`config.mk`:
```
export PLATFORM = sky130hd
export DESIGN_NAME = slot_judge
export DESIGN_NICKNAME = d
export VERILOG_FILES = /design/src/rtl/slot_pkg.sv /design/src/rtl/slot_judge_rise_detect.sv /design/src/rtl/slot_judge.sv
export SDC_FILE = /design/constraint.sdc
export NUM_CORES = 1
export LEC_CHECK = 0
export CAP_MARGIN = 5
export CORE_MARGIN = 4
export CORE_UTILIZATION = 35
export CTS_CLUSTER_SIZE = 8
export DETAILED_ROUTE_END_ITERATION = 10
export SLEW_MARGIN = 20
export SYNTH_ARGS = -nofsm -noshare
export SYNTH_HDL_FRONTEND = slang
export SYNTH_HIERARCHICAL = 1
export SYNTH_SLANG_ARGS = --single-unit
```
`constraint.sdc`:
```
create_clock -name clk_2 -period 2.1 [get_ports clk_2]
set_input_delay 0.315 -clock clk_2 [delete_from_list [all_inputs] [get_ports clk_2]]
set_output_delay 0.315 -clock clk_2 [all_outputs]
set_load 0.01 [all_outputs]
```
`src/rtl/slot_pkg.sv`:
```
// rtl/slot_pkg.sv - shared types, display constants and match helpers for slot_judge
// Purpose: state and result encodings, 7-segment patterns, match classification.
// Ports: none (package).
package slot_pkg;

  typedef enum logic [2:0] {
    IDLE    = 3'd0,
    SPIN    = 3'd1,
    EVAL    = 3'd2,
    PAYOUT  = 3'd3,
    RELEASE = 3'd4,
    OVER    = 3'd5
  } state_t;

  typedef enum logic [1:0] {
    NONE   = 2'd0,
    PAIR   = 2'd1,
    TRIPLE = 2'd2
  } result_t;

  localparam logic [7:0] SEG_BLANK = 8'h00;
  localparam logic [7:0] SEG_0     = 8'h3F;
  localparam logic [7:0] SEG_2     = 8'h5B;
  localparam logic [7:0] SEG_3     = 8'h4F;
  localparam logic [7:0] SEG_E     = 8'h79;

  // Digits are zero-extended to this width before comparison, so any
  // reel width up to 16 bits compares on its raw value.
  localparam int DIGIT_W_MAX = 16;

  function automatic result_t classify(input logic [DIGIT_W_MAX-1:0] a,
                                       input logic [DIGIT_W_MAX-1:0] b,
                                       input logic [DIGIT_W_MAX-1:0] c);
    result_t r;
    if (a == b && b == c)
      r = TRIPLE;
    else if (a == b || b == c || a == c)
      r = PAIR;
    else
      r = NONE;
    return r;
  endfunction

  function automatic logic [7:0] seg_of(input result_t r);
    logic [7:0] s;
    case (r)
      PAIR:    s = SEG_2;
      TRIPLE:  s = SEG_3;
      default: s = SEG_0;
    endcase
    return s;
  endfunction

endpackage

```
`src/rtl/slot_judge_rise_detect.sv`:
```
// rtl/slot_judge_rise_detect.sv - level to one-cycle rising-edge pulse
// Purpose: registers a level input and flags the cycle in which it goes 0->1.
// Ports: clk (clock), reset (async active-low), level (input level),
//        pulse (high for the single cycle where level=1 and its registered copy=0).
module rise_detect (
  input  logic clk,
  input  logic reset,
  input  logic level,
  output logic pulse
);

  logic level_q;

  always_ff @(posedge clk or negedge reset) begin
    if (!reset)
      level_q <= 1'b0;
    else
      level_q <= level;
  end

  assign pulse = level & ~level_q;

endmodule

```
`src/rtl/slot_judge.sv`:
```
// rtl/slot_judge.sv - slot-machine round evaluation, credit keeping and display
// Purpose: one game round per start edge: charge bet, wait for all reels locked,
//          classify digits, pay prize with saturation, blink on win, show result.
// Ports: clk_2 (clock), reset (async active-low), start (round request level),
//        digit1..3 (reel values), lock1..3 (reel stopped),
//        credits (balance), LED ([2:0] state, [6] game over, [7] win blink),
//        SEG (7-segment a..g in bits 0..6, dp=0).
module slot_judge
  import slot_pkg::*;
#(
  parameter int NBITS_COUNT  = 4,
  parameter int NBITS_CREDIT = 8,
  parameter int CREDIT_INIT  = 10,
  parameter int CREDIT_MAX   = 99,
  parameter int BET          = 1,
  parameter int PRIZE_PAIR   = 2,
  parameter int PRIZE_TRIPLE = 10,
  parameter int BLINK_CYCLES = 4
) (
  input  logic                    clk_2,
  input  logic                    reset,
  input  logic                    start,
  input  logic [NBITS_COUNT-1:0]  digit1,
  input  logic [NBITS_COUNT-1:0]  digit2,
  input  logic [NBITS_COUNT-1:0]  digit3,
  input  logic                    lock1,
  input  logic                    lock2,
  input  logic                    lock3,
  output logic [NBITS_CREDIT-1:0] credits,
  output logic [7:0]              LED,
  output logic [7:0]              SEG
);

  localparam logic [NBITS_CREDIT-1:0] CREDIT_INIT_C  = NBITS_CREDIT'(CREDIT_INIT);
  localparam logic [NBITS_CREDIT-1:0] CREDIT_MAX_C   = NBITS_CREDIT'(CREDIT_MAX);
  localparam logic [NBITS_CREDIT-1:0] BET_C          = NBITS_CREDIT'(BET);
  localparam logic [NBITS_CREDIT-1:0] PRIZE_PAIR_C   = NBITS_CREDIT'(PRIZE_PAIR);
  localparam logic [NBITS_CREDIT-1:0] PRIZE_TRIPLE_C = NBITS_CREDIT'(PRIZE_TRIPLE);
  localparam int                      CW             = (BLINK_CYCLES > 1) ? $clog2(BLINK_CYCLES) : 1;
  localparam logic [CW-1:0]           CNT_LAST       = CW'(BLINK_CYCLES - 1);

  state_t                  state, state_n;
  logic [NBITS_CREDIT-1:0] credits_n;
  logic [NBITS_COUNT-1:0]  d1_q, d2_q, d3_q;
  logic                    capture;
  result_t                 cls, result_q, result_n;
  logic                    result_valid_q, result_valid_n;
  logic                    blink_q, blink_n;
  logic [CW-1:0]           cnt_q, cnt_n;
  logic [NBITS_CREDIT-1:0] prize;
  logic [NBITS_CREDIT:0]   sum;
  logic                    start_edge;

  rise_detect u_start_edge (
    .clk   (clk_2),
    .reset (reset),
    .level (start),
    .pulse (start_edge)
  );

  always_ff @(posedge clk_2 or negedge reset) begin
    if (!reset)
      state <= IDLE;
    else
      state <= state_n;
  end

  always_comb begin
    state_n        = state;
    credits_n      = credits;
    capture        = 1'b0;
    result_n       = result_q;
    result_valid_n = result_valid_q;
    blink_n        = 1'b0;
    cnt_n          = cnt_q;

    cls = classify(DIGIT_W_MAX'(d1_q), DIGIT_W_MAX'(d2_q), DIGIT_W_MAX'(d3_q));
    case (cls)
      PAIR:    prize = PRIZE_PAIR_C;
      TRIPLE:  prize = PRIZE_TRIPLE_C;
      default: prize = '0;
    endcase
    sum = {1'b0, credits} + {1'b0, prize};

    case (state)
      IDLE: begin
        if (start_edge) begin
          if (credits >= BET_C) begin
            state_n   = SPIN;
            credits_n = credits - BET_C;
          end else begin
            state_n = OVER;
          end
        end
      end
      SPIN: begin
        if (lock1 && lock2 && lock3) begin
          capture = 1'b1;
          state_n = EVAL;
        end
      end
      EVAL: begin
        state_n        = PAYOUT;
        credits_n      = (sum > {1'b0, CREDIT_MAX_C}) ? CREDIT_MAX_C : sum[NBITS_CREDIT-1:0];
        result_n       = cls;
        result_valid_n = 1'b1;
        blink_n        = (cls != NONE);
        cnt_n          = '0;
      end
      PAYOUT: begin
        if (cnt_q == CNT_LAST) begin
          state_n = RELEASE;
        end else begin
          cnt_n   = cnt_q + 1'b1;
          blink_n = (result_q != NONE) && !blink_q;
        end
      end
      RELEASE: begin
        // Player must let go of start and all reels before a new round can arm.
        if (!start && !lock1 && !lock2 && !lock3)
          state_n = IDLE;
      end
      OVER: ;
      default: state_n = IDLE;
    endcase
  end

  always_ff @(posedge clk_2 or negedge reset) begin
    if (!reset) begin
      credits        <= CREDIT_INIT_C;
      d1_q           <= '0;
      d2_q           <= '0;
      d3_q           <= '0;
      result_q       <= NONE;
      result_valid_q <= 1'b0;
      blink_q        <= 1'b0;
      cnt_q          <= '0;
    end else begin
      credits        <= credits_n;
      result_q       <= result_n;
      result_valid_q <= result_valid_n;
      blink_q        <= blink_n;
      cnt_q          <= cnt_n;
      if (capture) begin
        d1_q <= digit1;
        d2_q <= digit2;
        d3_q <= digit3;
      end
    end
  end

  // Both displays decode registered state only.
  assign LED = {blink_q, (state == OVER), 3'b000, state};
  assign SEG = (state == OVER) ? SEG_E :
               result_valid_q  ? seg_of(result_q) : SEG_BLANK;

endmodule

```
==> impl_metrics.py <==
metrics = {
    "clock_tree": {
        "insertion_delay_ps": 280,
        "cts-htree-levels": 2,
        "root_buffer": "clkbuf_8",
        "cts_buffers": 5,
        "clk_pin_slew_worst_paths_ps": 70,
        "tritoncts": "built",
        "cts.sinks": 30,
        "clk_path_buf_depth": 2,
    },
    "yosys": {
        "ys_ff_latch": 30,
        "syn-instance-count": 212,
        "async_flop_share": 1.000,
        "yosysWarnings": 6,
        "synth_compound_area_frac": 0.1786,
        "avgSynthCellArea_um2": 9.585,
        "muxShareOfSynthArea": 0.08190,
        "syn-cell-area_um2": 2032,
        "seq_area_frac_synth": 0.3707,
        "synthFlopType": "dfrtp_1",
        "synthAdderAreaFrac": 0.05542,
        "yosysUniqueCellTypes": 55,
        "synthXorXnorAreaFrac": 0.06034,
        "synth_top_family_by_area": "simple AND/OR/NAND/NOR gates",
        "synth_edf_count": 0,
        "synth-simple-area-share": 0.1860,
    },
    "sta": {
        "relSlewSlack": 0.6479,
        "hold_ws_ps": 422.2,
        "rsz0062_at_grt": "true",
        "hold_viol_final": 0,
        "period_needed_ps": 2403,
        "max_freq_ghz": 0.4161,
        "finalClockSkew_ps": 6.266,
        "setup_slack_ps": -303.1,
        "drv_slew": 0,
        "tightest_slew_ps": 528.1,
        "period_share": 1.144,
        "tns_ps": -1576,
        "finalSetupViolations": 7,
    },
    "layout": {
        "multi_input_area_um2": 1343,
        "drive_gt1_frac": 0.2952,
        "diodes": 0,
        "syn_to_final_growth_pct": 42.06,
        "register_area_um2": 754.5,
        "fill_cells": 531,
        "nets": 297,
    },
    "detailed_routing": {
        "drt-total-wl_um": 5019,
        "wl_per_cell_um": 14.63,
        "dr_total_vias": 1806,
        "drt-initial-drc-count": 58,
        "route.antenna.remaining_nets": 0,
        "drc": 0,
        "avgViaCountPerCell": 5.265,
        "dr.pass1.iters": 4,
    },
    "placement": {
        "post-dp-hpwl_um": 3789,
        "port_buffers": 37,
        "routabilityCongestion": 0.8102,
    },
    "pwr": {
        "ir_worst_vdd_mv": 0.6697,
        "power.density_nw_per_um2": 1442,
        "power_mw": 4.163,
        "p_leak_nw": 1.194,
    },
    "flow_run": {
        "cap_viol_max_count": 0,
    },
    "floorplan": {
        "num_io_pins": 42,
        "die_w_um": 84.20,
        "die-area_um2": 7089,
        "core.rowCount": 27,
        "initial_core_util": 0.3645,
        "core_area_um2": 5574,
        "die_h_um": 84.20,
    },
    "global_routing": {
        "grtUsageTotal": 0.1437,
        "grt_antenna_before_repair": 0,
        "grt_max_degree": 31,
        "grt_pass1_wl_um": 8355,
        "grt-ovfl-total": 0,
        "first_global_vias": 1751,
    },
    "status": {
        "status": "finished with violations",
        "violations": "negative setup slack",
    },
    "worst_setup_path": {
        "cp_max_fo": 7,
        "cp-start-kind": "flop",
        "endpoint_kind": "flop",
        "r2r-start": "d3_q[0]",
        "critPathKind": "flop to flop",
        "crit_required_ps": 2250,
        "crit_arrival_ps": 2550,
        "crit_start": "d3_q[0]",
    },
    "min_path": {
        "min_path_type": "input pin to async pin",
    },
}
==> worst max-delay path, cell delays in order (launching register included) <==
cell     delay (ps)
dfrtp_1         410
xnor2_1         190
nand4_1         210
nor2_4          190
ha_4            240
a21o_4          240
and4b_1         220
o21a_4          150
o41ai_4         330
a22oi_1         100
==> cell families (layout without fill, tap and decap cells) <==
logic type	count (synthesis)	in the layout
other	1	4
and+or+nand+nor	67	67
DFF	30	30
xor gates and xnor gates	14	14
buffers and inverters	24	80
muxes	15	15
AOI/OAI and AO/OA	52	52
adders and majority gates	9	9
==> cells in the final DEF, fill, tap and decap left out, drive strengths merged, types with 2 or more instances in the layout <==
cell type and n:
clkdlybuf4s50 35, dfrtp 28, buf 26, nor2 17, nand2 15, xnor2 14
mux2 13, a21oi 10, o21ai 10, inv 9, ha 9, nor3 8
a31oi 7, clkbuf 6, nand4 5, a22o 4, conb 4, and3 3
nand3 3, nor2b 3, o21a 3, o41ai 3, mux2i 2, nor4bb 2
dfstp 2, nor3b 2, a31o 2, or2 2
==> flip-flops by register name, indices dropped and copies added, names as in the netlist <==
signal and cells:
d2_q 4, d3_q 4, result_q 2, result_valid_q 1, credits 8, d1_q 4, u_start_edge/level_q 1, cnt_q 2
state 3, blink_q 1
==> where the power goes <==
part	total, mW	internal (mW)	switching (mW)
Clock	0.500	0.263	0.237
Sequential	1.15	0.825	0.328
Combinational	2.51	1.36	1.15
Total	4.16	2.45	1.72
==> final cells by class <==
cell class	count	area share
clock buffer	6	0.02861
clock inverter	2	0.004335
inverter	9	0.01170
multi-input combinational	161	0.4651
sequential	30	0.2614
tap	72	0.03121
timing repair buffer	63	0.1977
==> stage by stage <==
step / utilization / cell area (µm²) / setup WS, ps / std cells
2_1_floorplan: - / 2100 / -76.07 / 215
3_3_place_gp: 0.4698 / 2619 / -301.3 / 330
3_5_place_dp: 0.4698 / 2619 / -293.9 / 330
4_1_cts: 0.4923 / 2744 / -286.9 / 340
5_1_grt: 0.5178 / 2887 / -423.8 / 343
6_report: 0.5178 / 2887 / -303.1 / 343
==> metal layers <==
layer,vias to the layer above,track usage,routed length [µm]
met1,855,0.1939,2324
met5,-,0,0
met3,8,0.03533,329
met2,62,0.2260,2292
li1,881,-,-
met4,0,0.04678,72
==> worst paths after layout <==
path	slack [ps]	end	cells past startpoint
setup / recovery	-300	credits[0]	9
hold / removal	420	d3_q[0]	2
setup reg to reg	-300	credits[0]	9
hold reg to reg	550	result_valid_q	2
max in group asynchronous	1350	credits[3]	2
min in group clk_2	550	result_valid_q	2
==> repair_timing <==
item                       CTS  global route
gates resized for setup      6            23
pin swaps                    6             9
buffers inserted             2             3
setup endpoints to repair   15            15
hold buffers                 0             0
gates cloned                 0             0
==> cells in the mapped netlist (all sizes together) (2+ instances only) <==
| cell type | count | share of area |
|---|---|---|
| a21oi | 10 | 0.025 |
| nand4 | 5 | 0.015 |
| dfrtp | 28 | 0.34 |
| dfstp | 2 | 0.026 |
| a22o | 4 | 0.017 |
| nand3 | 3 | 0.0099 |
| buf | 11 | 0.041 |
| nor2b | 3 | 0.013 |
| a31oi | 7 | 0.022 |
| nand2 | 15 | 0.028 |
| inv | 9 | 0.017 |
| clkbuf | 4 | 0.0080 |
| and3 | 3 | 0.0092 |
| or2 | 2 | 0.0062 |
| o41ai | 3 | 0.013 |
| o21ai | 10 | 0.026 |
| mux2 | 13 | 0.072 |
| nor3b | 2 | 0.013 |
| mux2i | 2 | 0.0099 |
| nor3 | 8 | 0.022 |
| nor4bb | 2 | 0.0099 |
| ha | 9 | 0.055 |
| o21a | 3 | 0.011 |
| xnor2 | 14 | 0.060 |
| a31o | 2 | 0.0086 |
| nor2 | 17 | 0.031 |
(Power assumes the default switching activity.)
